### src/rtl/stc_pkg.sv
// Shared types and sizing helpers for the sparse tensor core B-row loader.
package stc_pkg;

  localparam int N          = 16;
  localparam int K          = 16;
  localparam int DW_MEM     = 512;
  localparam int DW_IDX     = 4;
  localparam int DW_DATA    = 32;
  localparam int AW         = 32;
  localparam int ROW_STRIDE = 64;
  localparam int MAX_OUT    = 4;

  localparam int CNT_W = DW_IDX + 1;
  localparam int OC_W  = $clog2(MAX_OUT + 1);

  typedef enum logic [1:0] {
    IDLE  = 2'd0,
    FETCH = 2'd1,
    DONE  = 2'd2
  } state_t;

  function automatic int cnt_w(input int dw_idx);
    return dw_idx + 1;
  endfunction

  function automatic int oc_w(input int max_out);
    return $clog2(max_out + 1);
  endfunction

  function automatic bit row_fits(
    input int n,
    input int dw_data,
    input int dw_mem
  );
    return (n * dw_data) == dw_mem;
  endfunction

endpackage

### src/rtl/stc_bloader.sv
// B-row fetch engine: issues K row reads, writes each returned row
// into the B buffer in order, then pulses done.
module stc_bloader
  import stc_pkg::*;
#(
  parameter int N          = stc_pkg::N,
  parameter int K          = stc_pkg::K,
  parameter int DW_MEM     = stc_pkg::DW_MEM,
  parameter int DW_IDX     = stc_pkg::DW_IDX,
  parameter int DW_DATA    = stc_pkg::DW_DATA,
  parameter int AW         = stc_pkg::AW,
  parameter int ROW_STRIDE = stc_pkg::ROW_STRIDE,
  parameter int MAX_OUT    = stc_pkg::MAX_OUT
) (
  input  logic              clk,
  input  logic              reset,
  input  logic              start,
  input  logic [AW-1:0]     base_addr,
  output logic              busy,
  output logic              done,
  output logic              rd_req_valid,
  input  logic              rd_req_ready,
  output logic [AW-1:0]     rd_req_addr,
  input  logic              rd_resp_valid,
  input  logic [DW_MEM-1:0] rd_resp_data,
  output logic              B_write_en,
  output logic [DW_IDX-1:0] B_row,
  output logic [DW_MEM-1:0] B_data
);

  localparam int CW = cnt_w(DW_IDX);
  localparam int OW = oc_w(MAX_OUT);

  if (!row_fits(N, DW_DATA, DW_MEM)) begin : g_bad_row
    $error("stc_bloader: N*DW_DATA must equal DW_MEM");
  end

  state_t        state;
  state_t        state_nx;
  logic [CW-1:0] rq;
  logic [CW-1:0] wr;
  logic [OW-1:0] oc;
  logic [AW-1:0] base;
  logic          go;
  logic          fire;
  logic          resp_ok;

  assign go   = (state == IDLE) && start;
  assign busy = (state != IDLE);
  assign done = (state == DONE);

  assign rd_req_valid = (state == FETCH)
                     && (rq < CW'(K))
                     && (oc < OW'(MAX_OUT));
  assign rd_req_addr  = base + AW'(rq) * AW'(ROW_STRIDE);
  assign fire         = rd_req_valid && rd_req_ready;

  // Stray responses (nothing outstanding, or not fetching) are dropped.
  assign resp_ok = rd_resp_valid
                && (state == FETCH)
                && (oc != '0);

  always_comb begin
    state_nx = state;
    unique case (state)
      IDLE:    if (start) state_nx = FETCH;
      FETCH:   if (resp_ok && (wr == CW'(K - 1))) state_nx = DONE;
      DONE:    state_nx = IDLE;
      default: state_nx = IDLE;
    endcase
  end

  always_ff @(posedge clk or posedge reset) begin
    if (reset) state <= IDLE;
    else       state <= state_nx;
  end

  always_ff @(posedge clk or posedge reset) begin
    if (reset) begin
      base <= '0;
      rq   <= '0;
      wr   <= '0;
      oc   <= '0;
    end else if (go) begin
      base <= base_addr;
      rq   <= '0;
      wr   <= '0;
      oc   <= '0;
    end else begin
      if (fire)    rq <= rq + CW'(1);
      if (resp_ok) wr <= wr + CW'(1);
      if (fire && !resp_ok)      oc <= oc + OW'(1);
      else if (!fire && resp_ok) oc <= oc - OW'(1);
    end
  end

  always_ff @(posedge clk or posedge reset) begin
    if (reset) begin
      B_write_en <= 1'b0;
      B_row      <= '0;
      B_data     <= '0;
    end else begin
      B_write_en <= resp_ok;
      if (resp_ok) begin
        B_row  <= wr[DW_IDX-1:0];
        B_data <= rd_resp_data;
      end
    end
  end

endmodule

### config.mk
export PLATFORM = sky130hd
export DESIGN_NAME = stc_bloader
export DESIGN_NICKNAME = d
export VERILOG_FILES = /design/src/rtl/stc_pkg.sv /design/src/rtl/stc_bloader.sv
export SDC_FILE = /design/constraint.sdc
export NUM_CORES = 1
export LEC_CHECK = 0
export ABC_CLOCK_PERIOD_IN_PS = 22400
export BUFFER_PORTS_ARGS = -buffer_cell sky130_fd_sc_hd__buf_2
export CORE_AREA = 2 2 430 432
export CTS_BUF_LIST = sky130_fd_sc_hd__clkbuf_8
export DETAILED_ROUTE_END_ITERATION = 7
export DIE_AREA = 0 0 432 434
export SYNTH_ARGS = -nofsm -noshare
export SYNTH_HDL_FRONTEND = slang
export SYNTH_SLANG_ARGS = --single-unit
### constraint.sdc
create_clock -name clk -period 22.4 [get_ports clk]
set_input_delay 3.36 -clock clk [delete_from_list [all_inputs] [get_ports clk]]
set_output_delay 3.36 -clock clk [all_outputs]
set_load 0.005 [all_outputs]
* Yosys cells after proc, flatten, opt, wreduce, memory -nomap -nowiden
Index checks and enable logic that the tools add are counted.
Widths: inputs -> output; s select.
** Word-level totals
- Flip-flop bits (word level) :: 564
- Input port bits :: 549
- Output and inout port bits :: 552
- Word-level logic and storage cells :: 48
** Operators by class
- Add/sub/neg operators :: 5
- $lt $le $gt $ge :: 2
- Eq/ne operators :: 5
- Mux-type cells :: 10
- Reductions and logical operators :: 18
** Operator list (count)
- $add 32x11->32 :: 1
- $mux 5 :: 4
- $add 5x1->5 const B :: 2
- $logic_and 1x1->1 :: 9
- $mux 3 :: 3
- $reduce_bool 2->1 :: 3
- $reduce_bool 3->1 :: 2
- $eq 5x4->1 const B :: 1
- $lt 5x5->1 const B :: 1
- $mux 2 :: 2
- $pmux 2 s2 :: 1
- $add 3x1->3 const B :: 1
- $lt 3x3->1 const B :: 1
- $sub 3x1->3 const B :: 1
- $eq 2x1->1 const B :: 1
- $eq 2x2->1 const B :: 1
- $logic_not 1->1 :: 2
- $logic_not 2->1 :: 1
- $ne 2x1->1 const B :: 1
- $ne 2x2->1 const B :: 1
- $reduce_and 2->1 :: 1

* Depth between registers and ports, before layout
Gate-level depths: netlist of run 1.
- Word-level depth :: 9
- Mapped depth :: 10
- Gate-level depth less buffers :: 8

* Worst setup path before layout of run 1
No wires, ideal clock.
- Kind :: reg2out
- Start :: reg rq[0]
- End :: out rd_req_addr[24]
- Arrival time :: 2.092 ns
- Required time :: 19.040 ns
- Setup slack :: 16.948 ns
- Stages on the path, launching flop included :: 8
- Path buffers :: 0
- Path through :: dfrtp_1 ha_1 inv_1 fa_1 and2b_1 o211ai_2 a2111oi_0 xor2_1
** On the way
- Word-level cells in the longest chain between the ends :: 1
** RTL lines
- from (decl) :: line stc_bloader.sv:40 : logic [CW-1:0] rq;
- from (signal assigned) :: line stc_bloader.sv:90 : if (fire) rq <= rq + CW'(1);
- $add 32x11->32 :: line stc_bloader.sv:55 : assign rd_req_addr = base + AW'(rq) * AW'(ROW_STRIDE);
- to (decl) :: line stc_bloader.sv:23 : output logic [AW-1:0] rd_req_addr,
No other way between the ends.

* Final worst setup path of run 1
- Start :: reg rq[0]
- End :: out rd_req_addr[20]
Same word-level chain as after synthesis.

==> results of run 1 <==
==> flip-flops by register name (all words and copies together), names as in the netlist <==
| name | flops |
|---|---|
| base | 32 |
| B_row | 4 |
| B_data | 512 |
| rq | 5 |
| wr | 5 |
| B_write_en | 1 |
| oc | 3 |
| state | 2 |
==> stage by stage <==
step                utilization, %  instances  hold slack [ps]  cell area (sq um)
finish                       17.78       6084            466.6              32450
floorplan                        -       2487            446.9              21940
detailed placement           16.46       5858            456.4              30030
global placement             16.46       5858            451.4              30030
global route                 17.77       6071            485.5              32420
CTS                          17.75       6056            470.7              32380
==> power groups by stage <==
stage	sequential (mW)	combinational [mW]	clock, mW
after detailed placement	1.81	1.91	0
after CTS	1.81	1.91	1.19
after global routing	1.87	2.00	1.22
final	1.81	1.82	1.14
after floorplan	1.79	0.662	0
after global placement	1.80	1.90	0
==> synth_stat cells (all sizes together) (2+ instances only) <==
cell / count / area [sq um]
nand2: 1646 / 6178
dfrtp: 564 / 14110
buf: 89 / 439.2
clkbuf: 43 / 161.4
xnor2: 19 / 166.4
nor2: 15 / 56.30
inv: 14 / 52.55
nand3: 11 / 60.06
o21ai: 11 / 55.05
xor2: 10 / 87.58
ha: 8 / 100.1
a211oi: 6 / 60.06
a21oi: 6 / 30.03
nand4: 5 / 46.29
o211ai: 5 / 42.54
and3: 3 / 18.77
mux2i: 3 / 30.03
nor2b: 3 / 18.77
o2111ai: 3 / 26.28
a2111oi: 2 / 17.52
and2: 2 / 12.51
fa: 2 / 40.04
nor3: 2 / 10.01
==> cell type report <==
type / count / area, sq um / share of cell area, %
diodes: 28 / 70.07 / 0.2159
clock inverters: 57 / 414.1 / 1.276
repair buffers: 1118 / 5678 / 17.49
well taps: 2385 / 2984 / 9.195
multi-input cells: 1777 / 7187 / 22.14
flip-flops and latches: 564 / 14110 / 43.49
inverters: 14 / 67.56 / 0.2082
clock buffers: 141 / 1941 / 5.979
==> metal layers <==
metal / up-vias / wire length, microns
li1: 9809 / -
met1: 10490 / 58720
met2: 958 / 70680
met3: 286 / 15030
met4: 86 / 5317
met5: - / 547
==> cells by family (layout without fill, tap and decap cells) <==
logic type                 count (synthesis)  after routing  synth area share, %
and+or+nand+nor                         1697           1697                29.54
DFF                                      564            564                64.32
buffers and inverters                    146           1330                2.977
AOI/OAI and AO/OA                         38             38                1.232
xor gates and xnor gates                  29             29                1.158
adders and majority gates                 10             10               0.6387
muxes                                      3              3               0.1369
other                                      0             28                    0
==> path summary, 6_finish.rpt <==
check | from | endpoint | slack (ps) | cells after the start
min | B_data[198]$_DFFE_PP0P_ | B_data[198]$_DFFE_PP0P_ | 470 | 2
min reg2reg | B_data[198]$_DFFE_PP0P_ | B_data[198]$_DFFE_PP0P_ | 470 | 2
max in group asynchronous | reset | B_data[387]$_DFFE_PP0P_ | 16870 | 5
max | rq[0]$_DFFE_PP0P_ | rd_req_addr[20] | 15480 | 8
max reg2reg | oc[2]$_DFFE_PP0P_ | B_data[387]$_DFFE_PP0P_ | 18310 | 7
min in group asynchronous | reset | B_data[162]$_DFFE_PP0P_ | 2590 | 2
==> tightest hold or removal path: stages, from the launching register on <==
cell     delay, ps
dfrtp_1        330
nand2_1         50
nand2_1         50
==> impl_results.md, run 1 <==
- Sw frac: 43.21%
- Grt met1 use: 18.16%
- Vias: 21630
- First-pass GRT wire length: 194100 microns
- Met3 Use GR: 6.328%
- All-layer global routing usage: 15.39%
- Final period utilization: 30.92%
- DRT iter0 DRCs: 1446
- Worst-Margin Slew: 1122 ps
- CTS Buf Count: 112
- Syn Std Cell Area: 0.02194 sq mm
- Total power: 4.769 mW
- Post-DRT Antenna Nets: 0
- Pre-Repair DR Iteration Count: 5
- Full die area: 0.1875 sq mm
- Ys Warns: 0
- Total net switching power: 2.061 mW
- Fin nets: 4146
- Layout cells sized above 1: 35.28%
- Hpwl dp: 123400 microns
- Worst-path clk slew: 60 ps
- Pint: 2.708 mW
- Pwr dens: 146.9 mW/mm^2
- Filler cells: 20680
- Synthesis-to-finish area growth: 47.91%
- FF+latch count, synth: 564
- Sequential element share of the synthesized area: 64.32%
- CP Max Fanout: 10
- Met2 Use GR: 24.72%
- Place WS: 15830 ps
- Core ar.: 0.1825 sq mm
- Clock power share: 23.8%
- CP max stage delay: 640 ps
- Post-CTS sizing: 0
- Netlist cell types: 45
- Sequential share of power: 38.0%
- Worst Skew: 29.04 ps
- Async set-reset flop share out of synthesis: 100.0%
- Comb pwr share: 38.1%
- CP bufs+invs: 2
- Vias per std cell: 3.555
- Worst EP arrival: 3560 ps
- CP Launch Type: flip-flop
- Worst-skew pair later-pin latency: 850 ps
- Die Span X: 432 microns
- Crit path kind: reg2out
- Busiest grt layer: met2
- Initial antenna violation count: 110
- Critical path, cell by cell: ha_1, inv_1, fa_1, and2b_1, o211ai_2, a2111oi_0, xor2_1, buf_2
- Global route overflow: 0
- Remaining DRCs: 0
- Routed WL per cell: 24.70 microns
- Htree depth: 3
- I/O pins: 1101
- Fin. max-slew vios: 0
- Die height: 434 microns
- Slowest CP cell: a2111oi_0
- Routability cong.: 0.9413
- Max-cap violations: 0
- CTS tree: built
- Max Buffers Root-to-Sink: 3
- Syn avg cell area: 8.823 sq um
- Initial Util: 12.02%
- Syn_nets: 3046
- LEAKAGE: 18.04 nW
- Post-cts hold buffer count: 0
- VDD IR max: 0.00006762 V
- Final setup viols: 0
- Buffers on Ports: 1100
- Hold Path Class: reg2reg
- Mapped Cells: 2487
- Largest net degree at the start of global routing: 193
- Relative slew slack: 25.19%
- Number of global-route vias before repair: 21330
- Most common cell after layout, fill and taps aside: nand2_1
- Max Fclk: 0.1444 GHz
- Synth Flop Type: dfrtp_1
- Final hold vios: 0
- RSZ-0062 raised after global routing: false
- CP top delay family: compound AO/OA/AOI/OAI gates
- Commonest non-fill, non-tap cells in the layout: 1645 x nand2_1, 1100 x buf_2, 564 x dfrtp_1
- Clock sink count: 564
- Min cycle time layout: 6925 ps
- Final WS setup: 15480 ps
- Root buf cell: clkbuf_8
- CP endpoint kind: output pin
- TNS Setup: 0 ps
- Status: completed
- Number of flops mapped to enable cells by yosys: 0
- Total setup buffers inserted after CTS: 0
- Final WL: 150300 microns
- FP Rows: 157
- Critical Path RT: 19040 ps
Power figures use the tool's default switching activity.
==> inputs of run 2 (changes only) <==
- ABC_CLOCK_PERIOD_IN_PS: 22400 -> 6580
- clock period: 22.4 -> 6.58 ns (I/O delays scaled with it)
==> impl_results.md, run 2 (same netlist as run 1, synthesis figures left out) <==
- Pint: 9.142 mW
- R2r worst-path depth: 6
- Status: completed
- Reg2reg start: oc[2]$_DFFE_PP0P_
- Layout cells sized above 1: 35.27%
- FP Rows: 157
- Final period utilization: 69.79%
- Post-Route Utilization: 17.79%
- CTS Buf Count: 116
- Total net switching power: 7.044 mW
- Total setup buffers inserted after CTS: 0
- Initial antenna violation count: 73
- FF-to-FF setup slack: 2980 ps
- R2R Path End: B_data[354]$_DFFE_PP0P_
- Worst-Margin Slew: 1125 ps
- Htree depth: 3
- Vias: 21830
- Hold_ws: 244.4 ps
- Clock sink count: 564
- VDD IR max: 0.0001754 V
- Min cycle time layout: 4592 ps
- Largest net degree at the start of global routing: 185
- Core ar.: 0.1825 sq mm
- Full die area: 0.1875 sq mm
- Hold Path Class: in2async
- Synthesis-to-finish area growth: 47.97%
- Clock power share: 23.8%
- Vias per std cell: 3.592
- LEAKAGE: 18.07 nW
- Critical Path RT: 5590 ps
- Worst EP arrival: 3610 ps
- Max reg flops: 512
- Commonest non-fill, non-tap cells in the layout: 1645 x nand2_1, 1100 x buf_2, 564 x dfrtp_1
- CP Launch Type: flip-flop
- Post-cts hold buffer count: 0
- Biggest regs: B_data: 512 flops, base: 32 flops
- Die Span X: 432 microns
- DRT iter0 DRCs: 1656
- Global route overflow: 0
- Worst-path clk slew: 60 ps
- Remaining DRCs: 0
- Relative slew slack: 24.70%
- Worst-skew pair later-pin latency: 870 ps
- Final WL: 149100 microns
- Routed WL per cell: 24.53 microns
- Post-CTS sizing: 0
- Fin area: 0.03247 sq mm
- Max Fclk: 0.2178 GHz
- CTS tree: built
- Routability cong.: 0.9637
- Initial Util: 12.02%
- Placed cell area: 0.03009 sq mm
- Sw frac: 43.52%
- Comb pwr share: 38.4%
- Pre-Repair DR Iteration Count: 5
- Hpwl dp: 121500 microns
- Final hold vios: 0
- Number of global-route vias before repair: 21210
- First-pass GRT wire length: 193400 microns
- Max Buffers Root-to-Sink: 3
- Die height: 434 microns
- Crit path kind: reg2out
- Most common cell after layout, fill and taps aside: nand2_1
- CP endpoint kind: output pin
- Total power: 16.19 mW
- Sequential share of power: 37.8%
- RSZ-0062 raised after global routing: false
- Buffers on Ports: 1100
- Final setup viols: 0
- All-layer global routing usage: 15.24%
- I/O pins: 1101
- Fin. max-slew vios: 0
- Pwr dens: 498.5 mW/mm^2
- Post-DRT Antenna Nets: 0
- Root buf cell: clkbuf_8
- Largest register by flop count: B_data
- Worst Skew: 56.43 ps
- Max-cap violations: 0
- Fin nets: 4152
- CP Max Fanout: 10
==> run 2: cell types whose count changed in the layout (fill, tap and decap cells not counted), moves of 3 or more <==
cell / delta
buf_12: +4
diode_2: -11
inv_1: +4
clkinv_2: +3
==> run 2: metal layers <==
metal	wire [microns]	global-route usage, %	vias to the layer above
met2	68610	23.91	989
met5	396	0.4944	-
li1	-	-	9802
met3	11160	4.369	270
met1	63710	19.66	10730
met4	5219	5.806	46
==> run 2: final cells by class <==
type,count,area [sq um]
antenna,17,42.54
clock buffer,139,1913
clock inverter,63,421.7
fill,20690,150000
inverter,14,63.81
multi-input combinational,1777,7187
sequential,564,14110
tap,2385,2984
timing repair buffer,1120,5743
==> run 2: worst max-delay path by stage <==
stage                            from               endpoint
floorplan                       reset  B_data[0]$_DFFE_PP0P_
global placement    rq[0]$_DFFE_PP0P_        rd_req_addr[20]
detailed placement  rq[0]$_DFFE_PP0P_        rd_req_addr[20]
CTS                 rq[0]$_DFFE_PP0P_        rd_req_addr[20]
global route        rq[0]$_DFFE_PP0P_        rd_req_addr[20]
finish              rq[0]$_DFFE_PP0P_        rd_req_addr[20]
==> run 2: per-stage QoR <==
step,TNS (ps),std cells,setup slack (ps)
finish,0,6079,1988
CTS,0,6062,1811
global placement,0,5860,2837
floorplan,-1176890,2487,-2087
detailed placement,0,5860,2821
global route,0,6070,1738
==> run 2: critical path, stage by stage (launching register included) <==
cell	delay [ps]
dfrtp_1	410
ha_1	190
inv_1	50
fa_1	390
and2b_1	250
o211ai_2	300
a2111oi_0	810
xor2_1	210
buf_2	170
==> run 2: power groups by stage <==
stage / sequential, mW / clock [mW] / combinational (mW)
after floorplan: 6.10 / 0 / 2.26
after global placement: 6.10 / 0 / 6.43
after detailed placement: 6.14 / 0 / 6.46
after CTS: 6.12 / 4.02 / 6.48
after global routing: 6.32 / 4.17 / 6.82
final: 6.12 / 3.86 / 6.21
==> inputs of run 3 (changes only) <==
- ABC_AREA: not set -> 1
- ABC_CLOCK_PERIOD_IN_PS: 6580 -> 4700
- CORE_AREA: 2 2 430 432 -> 2 2 429 431
- DIE_AREA: 0 0 432 434 -> 0 0 431 433
- clock period: 6.58 -> 4.7 ns (I/O delays scaled with it)
==> impl_results.md, run 3 <==
- Number of global-route vias before repair: 23840
- Final WL: 140900 microns
- Relative slew slack: 27.16%
- Largest net degree at the start of global routing: 170
- Async set-reset flop share out of synthesis: 100.0%
- CP Max Fanout: 5
- Clock power share: 24.7%
- I/O pins: 1101
- Placed cell area: 0.03042 sq mm
- Sequential element share of the synthesized area: 63.32%
- Hold Crit Depth: 3
- VDD IR max: 0.0002721 V
- Critical Path RT: 3990 ps
- Fin area: 0.03735 sq mm
- Pwr dens: 611.1 mW/mm^2
- CTS Buf Count: 106
- Synth Flop Type: dfrtp_1
- R2r worst-path depth: 8
- Pint: 13.38 mW
- Min cycle time layout: 3713 ps
- CP Launch Type: flip-flop
- Routed WL per cell: 21.18 microns
- Syn Std Cell Area: 0.02229 sq mm
- Comb pwr share: 38.2%
- Sw frac: 41.40%
- Clock sink count: 564
- Die Span X: 431 microns
- Status: completed
- Fin nets: 4702
- Post-DRT Antenna Nets: 0
- Sequential share of power: 37.1%
- Number of flops mapped to enable cells by yosys: 0
- Syn_nets: 3159
- Vias per std cell: 3.635
- Routability cong.: 0.9330
- Total net switching power: 9.449 mW
- TNS Setup: 0 ps
- Fin. max-slew vios: 0
- LEAKAGE: 20.29 nW
- FP Rows: 157
- Max-cap violations: 0
- Syn avg cell area: 8.573 sq um
- Max Buffers Root-to-Sink: 3
- Synthesis-to-finish area growth: 67.57%
- Mapped Cells: 2600
- First-pass GRT wire length: 189100 microns
- Final period utilization: 78.99%
- Worst-Margin Slew: 1093 ps
- Worst EP arrival: 3010 ps
- Htree depth: 3
- Total setup buffers inserted after CTS: 0
- Initial antenna violation count: 85
- Buffers on Ports: 1100
- Area leader, netlist: dfrtp_1
- Remaining DRCs: 0
- Root buf cell: clkbuf_8
- Post-CTS sizing: 0
- Largest register by flop count: B_data
- FF+latch count, synth: 564
- Synth cell count leaders: 1722 x nand2_1, 564 x dfrtp_1, 51 x inv_1, 41 x buf_2, 40 x buf_4
- CP endpoint kind: output pin
- Total power: 22.83 mW
- RSZ-0062 raised after global routing: false
- Vias: 24180
- Max Fclk: 0.2694 GHz
- Post-Place Cells: 5980
- Area contributors post-synth: dfrtp_1 63%, nand2_1 29%, buf_4 1.3%
- Hpwl dp: 112400 microns
- Full die area: 0.1866 sq mm
- Pre-Repair DR Iteration Count: 6
- Non-Filler Instances: 6653
- Worst-path clk slew: 70 ps
- Worst Skew: 62.02 ps
- Final setup viols: 0
- Ys Warns: 0
- Initial Util: 12.24%
- Die height: 433 microns
- Hold Path Class: in2reg
- Synth top area share: 63.32%
- Most common cell after layout, fill and taps aside: nand2_1
- CTS tree: built
- Core ar.: 0.1821 sq mm
- Crit path kind: reg2out
- Layout cells sized above 1: 30.71%
- Final hold vios: 0
- Most common cell in the netlist: nand2_1
- Netlist cell types: 30
- Biggest regs: B_data: 512 flops, base: 32 flops
- Global route overflow: 0
- Commonest non-fill, non-tap cells in the layout: 1722 x nand2_1, 1100 x buf_2, 564 x dfrtp_1
- Worst-skew pair later-pin latency: 850 ps
- DRT iter0 DRCs: 1908
- Max reg flops: 512
- All-layer global routing usage: 14.39%
==> run 3: area by class of cell <==
type / count / area [sq um]
Antenna cell: 41 / 102.6
Timing Repair Buffer: 1563 / 10230
Inverter: 53 / 210.2
Clock inverter: 60 / 608.1
Fill cell: 20180 / 144700
Sequential cell: 564 / 14110
Tap cell: 2385 / 2984
Multi-Input combinational cell: 1855 / 7283
Clock buffer: 132 / 1817
==> run 3: routing by layer <==
layer	GRT usage, %	vias to the layer above	part of all wire [%]
met5	0	-	0.22
met4	6.580	46	5.1
met3	4.126	308	8.0
met2	23.56	1187	47
met1	17.40	11640	40
li1	-	11000	-
==> run 3: stage by stage <==
stage / hold WS (ps) / setup WS [ps] / util, %
floorplan: 450.0 / -3685 / -
global placement: 455.9 / 1783 / 16.70
detailed placement: 459.6 / 1739 / 16.70
CTS: 0.03697 / 864.1 / 20.46
global route: 53.54 / 749.4 / 20.47
finish: 126.1 / 987.5 / 20.51
==> run 3: final timing paths <==
kind	from	to	slack, ps
worst max-delay path	rq[0]$_DFFE_PP0P_	rd_req_addr[30]	990
worst min-delay path	rd_resp_data[426]	B_data[426]$_DFFE_PP0P_	130
worst max register to register	state[1]$_DFFE_PP0P_	B_data[118]$_DFFE_PP0P_	1840
worst min register to register	B_data[177]$_DFFE_PP0P_	B_data[177]$_DFFE_PP0P_	470
max in group asynchronous	reset	B_data[208]$_DFFE_PP0P_	2970
min in group asynchronous	reset	base[27]$_DFFE_PP0P_	560
==> run 3: power groups by stage <==
stage / registers [mW] / logic [mW] / clock network (mW)
floorplan: 8.48 / 3.26 / 0
detailed placement: 8.43 / 8.58 / 0
finish: 8.47 / 8.73 / 5.63
CTS: 8.41 / 8.96 / 5.81
global placement: 8.40 / 8.51 / 0
global route: 8.70 / 9.55 / 5.99
==> run 3: cell families (layout without fill, tap and decap cells) <==
logic type / after synthesis / in the layout / share of synthesized area [%]
flops: 564 / 564 / 63.32
fa+ha+maj: 10 / 10 / 0.6287
compound gates: 25 / 25 / 0.6063
simple gates: 1806 / 1806 / 30.83
xor+xnor: 14 / 14 / 0.5501
buf+inv: 181 / 1808 / 4.070
other cells: 0 / 41 / 0
==> run 3: worst max-delay path: stages, from the launching register on <==
cell	delay [ps]
dfrtp_1	410
ha_1	270
inv_1	80
fa_1	440
nand3b_1	190
nand3_1	170
nand2_1	80
nand2_1	180
nand2_1	90
nand2_1	60
nand2_1	50
buf_2	130
==> run 3: repair_timing <==
| item | 4_1_cts | 5_1_grt |
|---|---|---|
| hold buffers | 440 | 0 |
| setup endpoints to repair | 0 | 0 |
| hold endpoints to repair | 450 | 0 |
